===== config.mk =====
export PLATFORM = sky130hd
export DESIGN_NAME = conv5x5_engine
export DESIGN_NICKNAME = d
export VERILOG_FILES = /design/src/rtl/conv5x5_engine.sv
export SDC_FILE = /design/constraint.sdc
export NUM_CORES = 1
export LEC_CHECK = 0
export ABC_AREA = 0
export CAP_MARGIN = 20
export CORE_MARGIN = 8
export CORE_UTILIZATION = 50
export CTS_CLUSTER_SIZE = 24
export DETAILED_ROUTE_END_ITERATION = 8
export DONT_BUFFER_PORTS = 1
export PLACE_DENSITY = 0.75
export REMOVE_ABC_BUFFERS = 1
export SLEW_MARGIN = 20
export SYNTH_ARGS = -nofsm -noshare
export SYNTH_HDL_FRONTEND = slang
export SYNTH_SLANG_ARGS = --single-unit

===== constraint.sdc =====
create_clock -name clk -period 21.7 [get_ports clk]
set_clock_uncertainty 0.15 [all_clocks]
set_input_delay 3.255 -clock clk [delete_from_list [all_inputs] [get_ports clk]]
set_output_delay 3.255 -clock clk [all_outputs]
set_load 0.02 [all_outputs]

===== src/rtl/conv5x5_engine.sv =====
// rtl/conv5x5_engine.sv - sequential 5x5 int8 multiply-accumulate engine, one kernel row per cycle
module conv5x5_engine (
    input  logic                      clk,
    input  logic                      rst,
    input  logic                      start,
    input  logic signed [4:0][4:0][7:0] weights,
    input  logic signed [4:0][4:0][7:0] inputs,
    output logic signed [31:0]        outputs,
    output logic                      done,
    output logic                      busy
);

    typedef enum logic [1:0] {IDLE, MAC, DONE} state_t;

    state_t              state;
    logic [4:0][4:0][7:0] in_r;
    logic [4:0][4:0][7:0] w_r;
    logic signed [20:0]  acc;
    logic [2:0]          row;

    logic signed [15:0]  prod [5];
    logic signed [18:0]  row_sum;
    logic signed [20:0]  acc_next;

    // Five multipliers shared across the rows of the latched window.
    always_comb begin
        row_sum = '0;
        for (int c = 0; c < 5; c++) begin
            prod[c] = $signed(in_r[row][c]) * $signed(w_r[row][c]);
            row_sum = row_sum + {{3{prod[c][15]}}, prod[c]};
        end
        acc_next = acc + {{2{row_sum[18]}}, row_sum};
    end

    always_ff @(posedge clk) begin
        if (rst) begin
            state   <= IDLE;
            outputs <= '0;
            done    <= 1'b0;
            busy    <= 1'b0;
            acc     <= '0;
            row     <= '0;
        end else begin
            case (state)
                IDLE: begin
                    if (start) begin
                        in_r  <= inputs;
                        w_r   <= weights;
                        acc   <= '0;
                        row   <= '0;
                        busy  <= 1'b1;
                        state <= MAC;
                    end
                end
                MAC: begin
                    acc <= acc_next;
                    row <= row + 3'd1;
                    if (row == 3'd4) begin
                        outputs <= {{11{acc_next[20]}}, acc_next};
                        done    <= 1'b1;
                        state   <= DONE;
                    end
                end
                DONE: begin
                    done  <= 1'b0;
                    busy  <= 1'b0;
                    state <= IDLE;
                end
                default: state <= IDLE;
            endcase
        end
    end

endmodule


==> reports/results.ini, run 1 <==
[floorplanning]
start_util_pct=50.5
dieArea_sq_mm=0.0706
die_x_microns=266
io_pins=437
rows=91
die_h_microns=266
placeableCoreArea_sq_mm=0.0617

[status]
status=complete, no violations

[logic_synthesis]
synth_area_per_cell_sq_um=12.9
synth_area_leaders=edfxtp_1 (39%), fa_1 (26%), inv_1 (6.0%), ha_1 (5.9%), mux4_2 (5.3%)
synthFlopType=edfxtp_1
yosysMostFrequentCell=inv_1
yosysTopAreaCellShare_pct=38.5
ys_top_cells_by_count=inv_1 (498), fa_1 (404), edfxtp_1 (400), nand2_1 (182), nor2_1 (166)
post_synth_num_cell_types=62
yosysSeqAreaShare_pct=41.6
syn_area_sq_mm=0.0312
yosys.area.top_type=edfxtp_1
synth_seq_cells=449
syn_inst=2415
yosysWarnings=0
synth_edf_count=400
async_flop_share_pct=0

[critical_path]
crit_path_max_fanout=44
max_stage_delay_ns=0.68
criticalPathCategory=flip-flop to flip-flop
worstSetupEndpoint=outputs[20]
worstPathArrival_ns=14.08
worstSetupEndpointType=flip-flop
r2r-end=outputs[20]
timing.rr.start=row[0]
critPathLaunch=row[0]
path_common_cell=fa_1
worstPathRequired_ns=22.04
r2r_slack_ns=7.95
critPathSlowestCell=buf_4
ff2ff_path_depth=48
cp-start-kind=flip-flop

[grt]
grt.overflow.total=0
gr-usage-all-layers_pct=20.4
antenna_found_initial=8
grt_pass1_vias=19581
grt_max_degree=179
grt_pass1_wl_mm=112

[timing]
rsz0062_at_grt=false
hold_violations=0
period_share_pct=63.4
finalMaxSlewViolations=0
post-route-min-period_ns=13.75
setup_tns_ns=0
slew_headroom_pct=27.2
tightest_slew_ns=1.09
fmax_ghz=0.0727
setup_viol=0

[routing]
drc=0
postRouteAntennaNets=0
drtPass1Iterations=5
vias_per_cell=5.39
dr.first_iter.drc_count=1206
vias=17756
routed_wl_mm=71.8
wl_per_cell_microns=21.8

[clock_network]
tritoncts=built
cts_root_buffer=clkbuf_16
hold_buffers=0
cts.repair.resized=0
post_cts_buffers=0
cts_max_level=2
clock_path_buffers=3
clk_pin_slew_worst_paths_ns=0.07
clock-sinks=449
clk-insertion-delay-late_ns=0.60
cts_buffers=46

[place]
dp_hpwl_mm=58.0
portBuffers=0
gp_congestion=0.902

[run]
maxCapViolCount=0

[cells_and_area]
nNetsFinal=3371
fillers=5101
seq_area_sq_mm=0.0130
area_growth_pct=7.62
multi_input_area_sq_mm=0.0160
layout-drive-gt1-share_pct=7.59

[min_path]
worstHoldStart=state[1]
hold_path_class=flip-flop to flip-flop

-- layout by cell type, fill, tap and decap left out, types with 23 or more instances in the layout --
cell and instances:
a21oi_1 52, a22o_1 41, a22oi_1 53, and2_1 28
clkbuf_16 46, dfxtp_1 46, edfxtp_1 400, fa_1 404
ha_1 147, inv_1 498, mux4_2 74, nand2_1 182
nand2b_1 32, nor2_1 166, nor2b_1 23, xnor2_1 47
-- kinds of logic (layout without fill, tap and decap cells) --
group | after synthesis | after routing | synth area share [%]
multiplexers | 89 | 89 | 5.86
AND/OR/NAND/NOR | 476 | 476 | 6.75
adder cells (fa/ha/maj) | 551 | 551 | 31.8
flip-flops | 449 | 449 | 41.6
buffers and inverters | 564 | 598 | 6.97
XOR/XNOR | 60 | 60 | 1.76
other | 0 | 6 | 0
AO/OA/AOI/OAI | 226 | 226 | 5.19
-- how the worst min path moves through the flow --
stage | to | depth (start not counted)
5_1_grt | busy | 1
2_1_floorplan | busy | 1
4_1_cts | busy | 1
3_3_place_gp | busy | 1
3_5_place_dp | busy | 1
6_report | busy | 1
-- per-stage QoR --
step	instances	setup slack, ns	hold WS, ns	utilization, %	cell area [sq um]
after floorplan	2350	5.04	0.307	-	30900
after global placement	3205	8.12	0.320	52.0	32100
after detailed placement	3205	7.94	0.331	52.0	32100
after CTS	3285	7.94	0.341	54.3	33500
after global routing	3291	7.00	0.374	54.4	33600
final	3292	7.95	0.337	54.4	33600
-- cell type report --
type	instances	share of cell area [%]
well taps	837	3.12
inverters	499	5.58
clock buffers	52	3.50
flip-flops and latches	449	38.7
repair buffers	19	0.499
clock inverters	28	0.764
diodes	6	0.0447
multi-input cells	1402	47.8
-- registers in the layout, indices dropped and copies added (netlist names) --
signal	count
acc	21
outputs	21
w_r	200
state	2
busy	1
row	3
in_r	200
done	1
-- critical path: cells and delay by family, from the launching register on --
kind,cells,cell delay [ns]
adders and majority gates,16,6.97
AOI/OAI and AO/OA,12,3.14
buffers and inverters,11,1.17
xor gates and xnor gates,3,0.61
muxes,1,0.60
and+or+nand+nor,5,0.52
DFF,1,0.39
-- layer usage --
metal	global-route usage, %	part of all wire [%]	vias to the layer above
met5	0	0.036	-
met1	25.7	39	9155
li1	-	-	7950
met3	4.00	5.9	102
met2	35.8	53	545
met4	5.71	2.3	4
Power of run 1 is not shown: default switching activity piles up to over one toggle a cycle in this logic, so the estimate is an artifact.
==> run 2: changes to the inputs <==
==> constraint.sdc (replaced) <==
create_clock -name clk -period 14 [get_ports clk]
set_clock_uncertainty 0.15 [all_clocks]
set_input_delay 2.1 -clock clk [delete_from_list [all_inputs] [get_ports clk]]
set_output_delay 2.1 -clock clk [all_outputs]
set_load 0.02 [all_outputs]
==> reports/results.ini, run 2 (synthesis results as in run 1) <==
[routing]
routed_wl_mm=72.3  ; was 71.8 mm
vias=17992  ; was 17756
vias_per_cell=5.43  ; was 5.39
drtPass1Iterations=8  ; was 5
postRouteAntennaNets=0  ; unchanged
dr.first_iter.drc_count=1114  ; was 1206
wl_per_cell_microns=21.8  ; about the same
drc=0  ; unchanged

[cells_and_area]
top_regs=in_r x200, w_r x200  ; unchanged
area_growth_pct=8.19  ; was 7.62%
layout-drive-gt1-share_pct=8.46  ; was 7.59%
final_cell_mix=inv_1 (498), fa_1 (404), edfxtp_1 (400)  ; unchanged
mostFrequentLayoutCell=inv_1  ; unchanged
nNetsFinal=3383  ; was 3371
stdcell_count=3313  ; was 3292

[clock_network]
clock-sinks=449  ; unchanged
clk-insertion-delay-late_ns=0.61  ; was 0.60 ns
hold_buffers=0  ; unchanged
cts_root_buffer=clkbuf_16  ; unchanged
clock_path_buffers=3  ; unchanged
cts.repair.resized=0  ; unchanged
clk_pin_slew_worst_paths_ns=0.06  ; was 0.07 ns
cts_max_level=2  ; unchanged
cts_buffers=48  ; was 46
tritoncts=built  ; unchanged
post_cts_buffers=0  ; unchanged

[timing]
fmax_ghz=0.0761  ; was 0.0727 GHz
rsz0062_at_grt=false  ; unchanged
hold_violations=0  ; unchanged
setup_viol=0  ; unchanged
slew_headroom_pct=28.9  ; was 27.2%
post-route-min-period_ns=13.13  ; was 13.75 ns
period_share_pct=93.8  ; was 63.4%
setup_tns_ns=0  ; unchanged
finalMaxSlewViolations=0  ; unchanged
tightest_slew_ns=1.07  ; was 1.09 ns
whs_ns=0.340  ; was 0.337 ns

[grt]
gr-usage-all-layers_pct=20.7  ; was 20.4%
antenna_found_initial=12  ; was 8
grt_max_degree=86  ; was 179
grt.overflow.total=0  ; unchanged
grt_pass1_vias=19663  ; was 19581
grt_pass1_wl_mm=113  ; was 112 mm

[run]
maxCapViolCount=0  ; unchanged

[floorplanning]
rows=91  ; unchanged
dieArea_sq_mm=0.0706  ; unchanged
die_x_microns=266  ; unchanged
die_h_microns=266  ; unchanged
start_util_pct=50.5  ; unchanged
io_pins=437  ; unchanged
placeableCoreArea_sq_mm=0.0617  ; unchanged

[min_path]
hold_path_class=flip-flop to flip-flop  ; unchanged

[place]
dp_hpwl_mm=58.9  ; was 58.0 mm
gp_congestion=0.903  ; was 0.902
portBuffers=0  ; unchanged
place_inst=3215  ; was 3205

[critical_path]
path_common_cell=fa_1  ; unchanged
critPathSlowestCell=dfxtp_4  ; was buf_4
worstPathRequired_ns=14.33  ; was 22.04 ns
cp-start-kind=flip-flop  ; unchanged
worstPathArrival_ns=13.47  ; was 14.08 ns
path_delay_family=adder cells  ; unchanged
max_stage_delay_ns=0.69  ; was 0.68 ns
path_buf_inv=10  ; was 11
criticalPathCategory=flip-flop to flip-flop  ; unchanged
crit_path_max_fanout=28  ; was 44
worstSetupEndpointType=flip-flop  ; unchanged

[status]
status=complete, no violations  ; unchanged

## run 2: cell count changes in the layout (fill, tap and decap cells not counted), sizes merged
cell      change
buf          +10
clkinv        +4
clkbuf        +3
bufinv        +1
clkinvlp      +1
diode         +1
inv           +1
## run 2: path summary, 6_finish.rpt
check	from	to	slack [ns]	cells past startpoint
min	state[1]	busy	0.34	1
max reg2reg	row[0]	outputs[20]	0.87	45
max	row[0]	outputs[20]	0.87	45
min reg2reg	state[1]	busy	0.34	1
## run 2: final cells by class
class | count | area (sq um)
Timing Repair Buffer | 29 | 218
Antenna cell | 7 | 17.5
Multi-Input combinational cell | 1402 | 16000
Clock inverter | 35 | 318
Clock buffer | 55 | 1230
Sequential cell | 449 | 13000
Inverter | 499 | 1870
Fill cell | 5067 | 28000
Tap cell | 837 | 1050
## run 2: per-layer routing
metal	wire, microns	track usage, %	share of wire (%)
met2	38000	36.4	53
met5	61	0	0.084
met3	4580	4.36	6.3
met4	1850	5.77	2.6
met1	27900	25.7	39
## run 2: worst register-to-register path, delay by kind of cell (launching register included)
kind	cells	cell delay [ns]
multiplexers	1	0.58
AND/OR/NAND/NOR	5	0.56
AO/OA/AOI/OAI	11	2.81
XOR/XNOR	3	0.64
flip-flops	1	0.69
adder cells (fa/ha/maj)	15	7.12
buffers and inverters	10	0.52
## run 2: metrics by stage
| stage | setup slack [ns] | util [%] | area [sq um] |
|---|---|---|---|
| floorplan | -2.66 | - | 30900 |
| global placement | 0.971 | 52.1 | 32200 |
| detailed placement | 0.772 | 52.1 | 32200 |
| CTS | 0.759 | 54.6 | 33700 |
| global route | 0.0298 | 54.7 | 33700 |
| finish | 0.866 | 54.7 | 33700 |
Power of run 2 is left out for the same reason.
==> run 3: changes to the inputs <==
--- a/config.mk
+++ b/config.mk
@@ -8,11 +8,11 @@
 export ABC_AREA = 0
 export CAP_MARGIN = 20
 export CORE_MARGIN = 8
-export CORE_UTILIZATION = 50
+export CORE_UTILIZATION = 60
 export CTS_CLUSTER_SIZE = 24
 export DETAILED_ROUTE_END_ITERATION = 8
 export DONT_BUFFER_PORTS = 1
-export PLACE_DENSITY = 0.75
+export PLACE_DENSITY = 0.86
 export REMOVE_ABC_BUFFERS = 1
 export SLEW_MARGIN = 20
 export SYNTH_ARGS = -nofsm -noshare
==> reports/results.ini, run 3 (synthesis results as in run 1) <==
[status]
status=complete, no violations  ; unchanged

[cells_and_area]
top_regs=in_r x200, w_r x200  ; unchanged
mostFrequentLayoutCell=inv_1  ; unchanged
nNetsFinal=3378  ; was 3383
layout-drive-gt1-share_pct=8.05  ; was 8.46%
final_cell_mix=inv_1 (498), fa_1 (404), edfxtp_1 (400)  ; unchanged
area_growth_pct=7.08  ; was 8.19%

[grt]
gr-usage-all-layers_pct=25.1  ; was 20.7%
antenna_found_initial=10  ; was 12
grt_pass1_vias=20356  ; was 19663
grt_pass1_wl_mm=115  ; was 113 mm
grt_max_degree=183  ; was 86
grt.overflow.total=0  ; unchanged

[routing]
dr.first_iter.drc_count=1418  ; was 1114
postRouteAntennaNets=0  ; unchanged
routed_wl_mm=74.4  ; was 72.3 mm
drc=0  ; unchanged
wl_per_cell_microns=23.6  ; was 21.8 microns
vias=18331  ; was 17992
drtPass1Iterations=7  ; was 8
vias_per_cell=5.82  ; was 5.43

[floorplanning]
start_util_pct=60.7  ; was 50.5%
io_pins=437  ; unchanged
die_x_microns=244  ; was 266 microns
die_h_microns=244  ; was 266 microns
rows=83  ; was 91
dieArea_sq_mm=0.0595  ; was 0.0706 sq mm
placeableCoreArea_sq_mm=0.0514  ; was 0.0617 sq mm

[clock_network]
cts.repair.resized=0  ; unchanged
clock_path_buffers=3  ; unchanged
tritoncts=built  ; unchanged
hold_buffers=0  ; unchanged
cts_root_buffer=clkbuf_16  ; unchanged
clk_pin_slew_worst_paths_ns=0.06  ; about the same
clk-insertion-delay-late_ns=0.59  ; was 0.61 ns
cts_max_level=2  ; unchanged
post_cts_buffers=0  ; unchanged
clock-sinks=449  ; unchanged
cts_buffers=45  ; was 48

[critical_path]
worstPathArrival_ns=13.33  ; was 13.47 ns
worstPathRequired_ns=14.32  ; was 14.33 ns
cp-start-kind=flip-flop  ; unchanged
crit_path_max_fanout=24  ; was 28
critPathSlowestCell=dfxtp_4  ; unchanged
worstSetupEndpointType=flip-flop  ; unchanged
criticalPathCategory=flip-flop to flip-flop  ; unchanged
path_common_cell=fa_1  ; unchanged
max_stage_delay_ns=0.60  ; was 0.69 ns

[timing]
finalMaxSlewViolations=0  ; unchanged
rsz0062_at_grt=false  ; unchanged
setup_viol=0  ; unchanged
whs_ns=0.354  ; was 0.340 ns
slew_headroom_pct=24.6  ; was 28.9%
tightest_slew_ns=1.13  ; was 1.07 ns
fmax_ghz=0.0768  ; was 0.0761 GHz
post-route-min-period_ns=13.01  ; was 13.13 ns
period_share_pct=93.0  ; was 93.8%
hold_violations=0  ; unchanged

[place]
gp_congestion=0.930  ; was 0.903
dp_hpwl_mm=59.3  ; was 58.9 mm
portBuffers=0  ; unchanged

[min_path]
hold_path_class=flip-flop to flip-flop  ; unchanged

[run]
maxCapViolCount=0  ; unchanged

==> run 3: metrics by stage <==
| step | area, sq um | setup slack, ns | std cells | utilization (%) | setup TNS, ns |
|---|---|---|---|---|---|
| final | 33400 | 0.986 | 3147 | 65.0 | 0 |
| after global routing | 33400 | 0.225 | 3144 | 65.0 | 0 |
| after CTS | 33400 | 0.996 | 3138 | 64.9 | 0 |
| after detailed placement | 32000 | 1.00 | 3056 | 62.2 | 0 |
| after global placement | 32000 | 1.20 | 3056 | 62.2 | 0 |
| after floorplan | 30900 | -2.66 | 2350 | - | -49.44 |
==> run 3: final cells by class <==
cell class                      instances  area [sq um]
Fill cell                            3620         18000
Multi-Input combinational cell       1402         16000
Sequential cell                       449         13000
Inverter                              499          1870
Clock buffer                           56          1190
Tap cell                              680           851
Timing Repair Buffer                   27           215
Clock inverter                         26           209
Antenna cell                            8          20.0
==> run 3: routing by layer <==
layer	global-route usage (%)	up-vias	part of all wire (%)
met5	0	-	0.073
met2	44.4	786	52
met4	7.94	8	3.1
li1	-	7951	-
met3	5.46	145	7.5
met1	30.6	9441	37
==> run 3: critical path, delay by kind of cell, from the launching register on <==
kind	cells	cell delay, ns
muxes	1	0.55
xor gates and xnor gates	3	0.49
adders and majority gates	16	6.75
and+or+nand+nor	5	0.97
buffers and inverters	10	0.49
DFF	1	0.60
AOI/OAI and AO/OA	14	2.90
==> run 3: final timing paths <==
path,depth (start not counted),slack (ns),endpoint,start
setup / recovery,49,0.99,outputs[20],row[0]
hold reg to reg,2,0.35,acc[19],acc[19]
setup reg to reg,49,0.99,outputs[20],row[0]
hold / removal,2,0.35,acc[19],acc[19]
Power of run 3 is left out for the same reason.
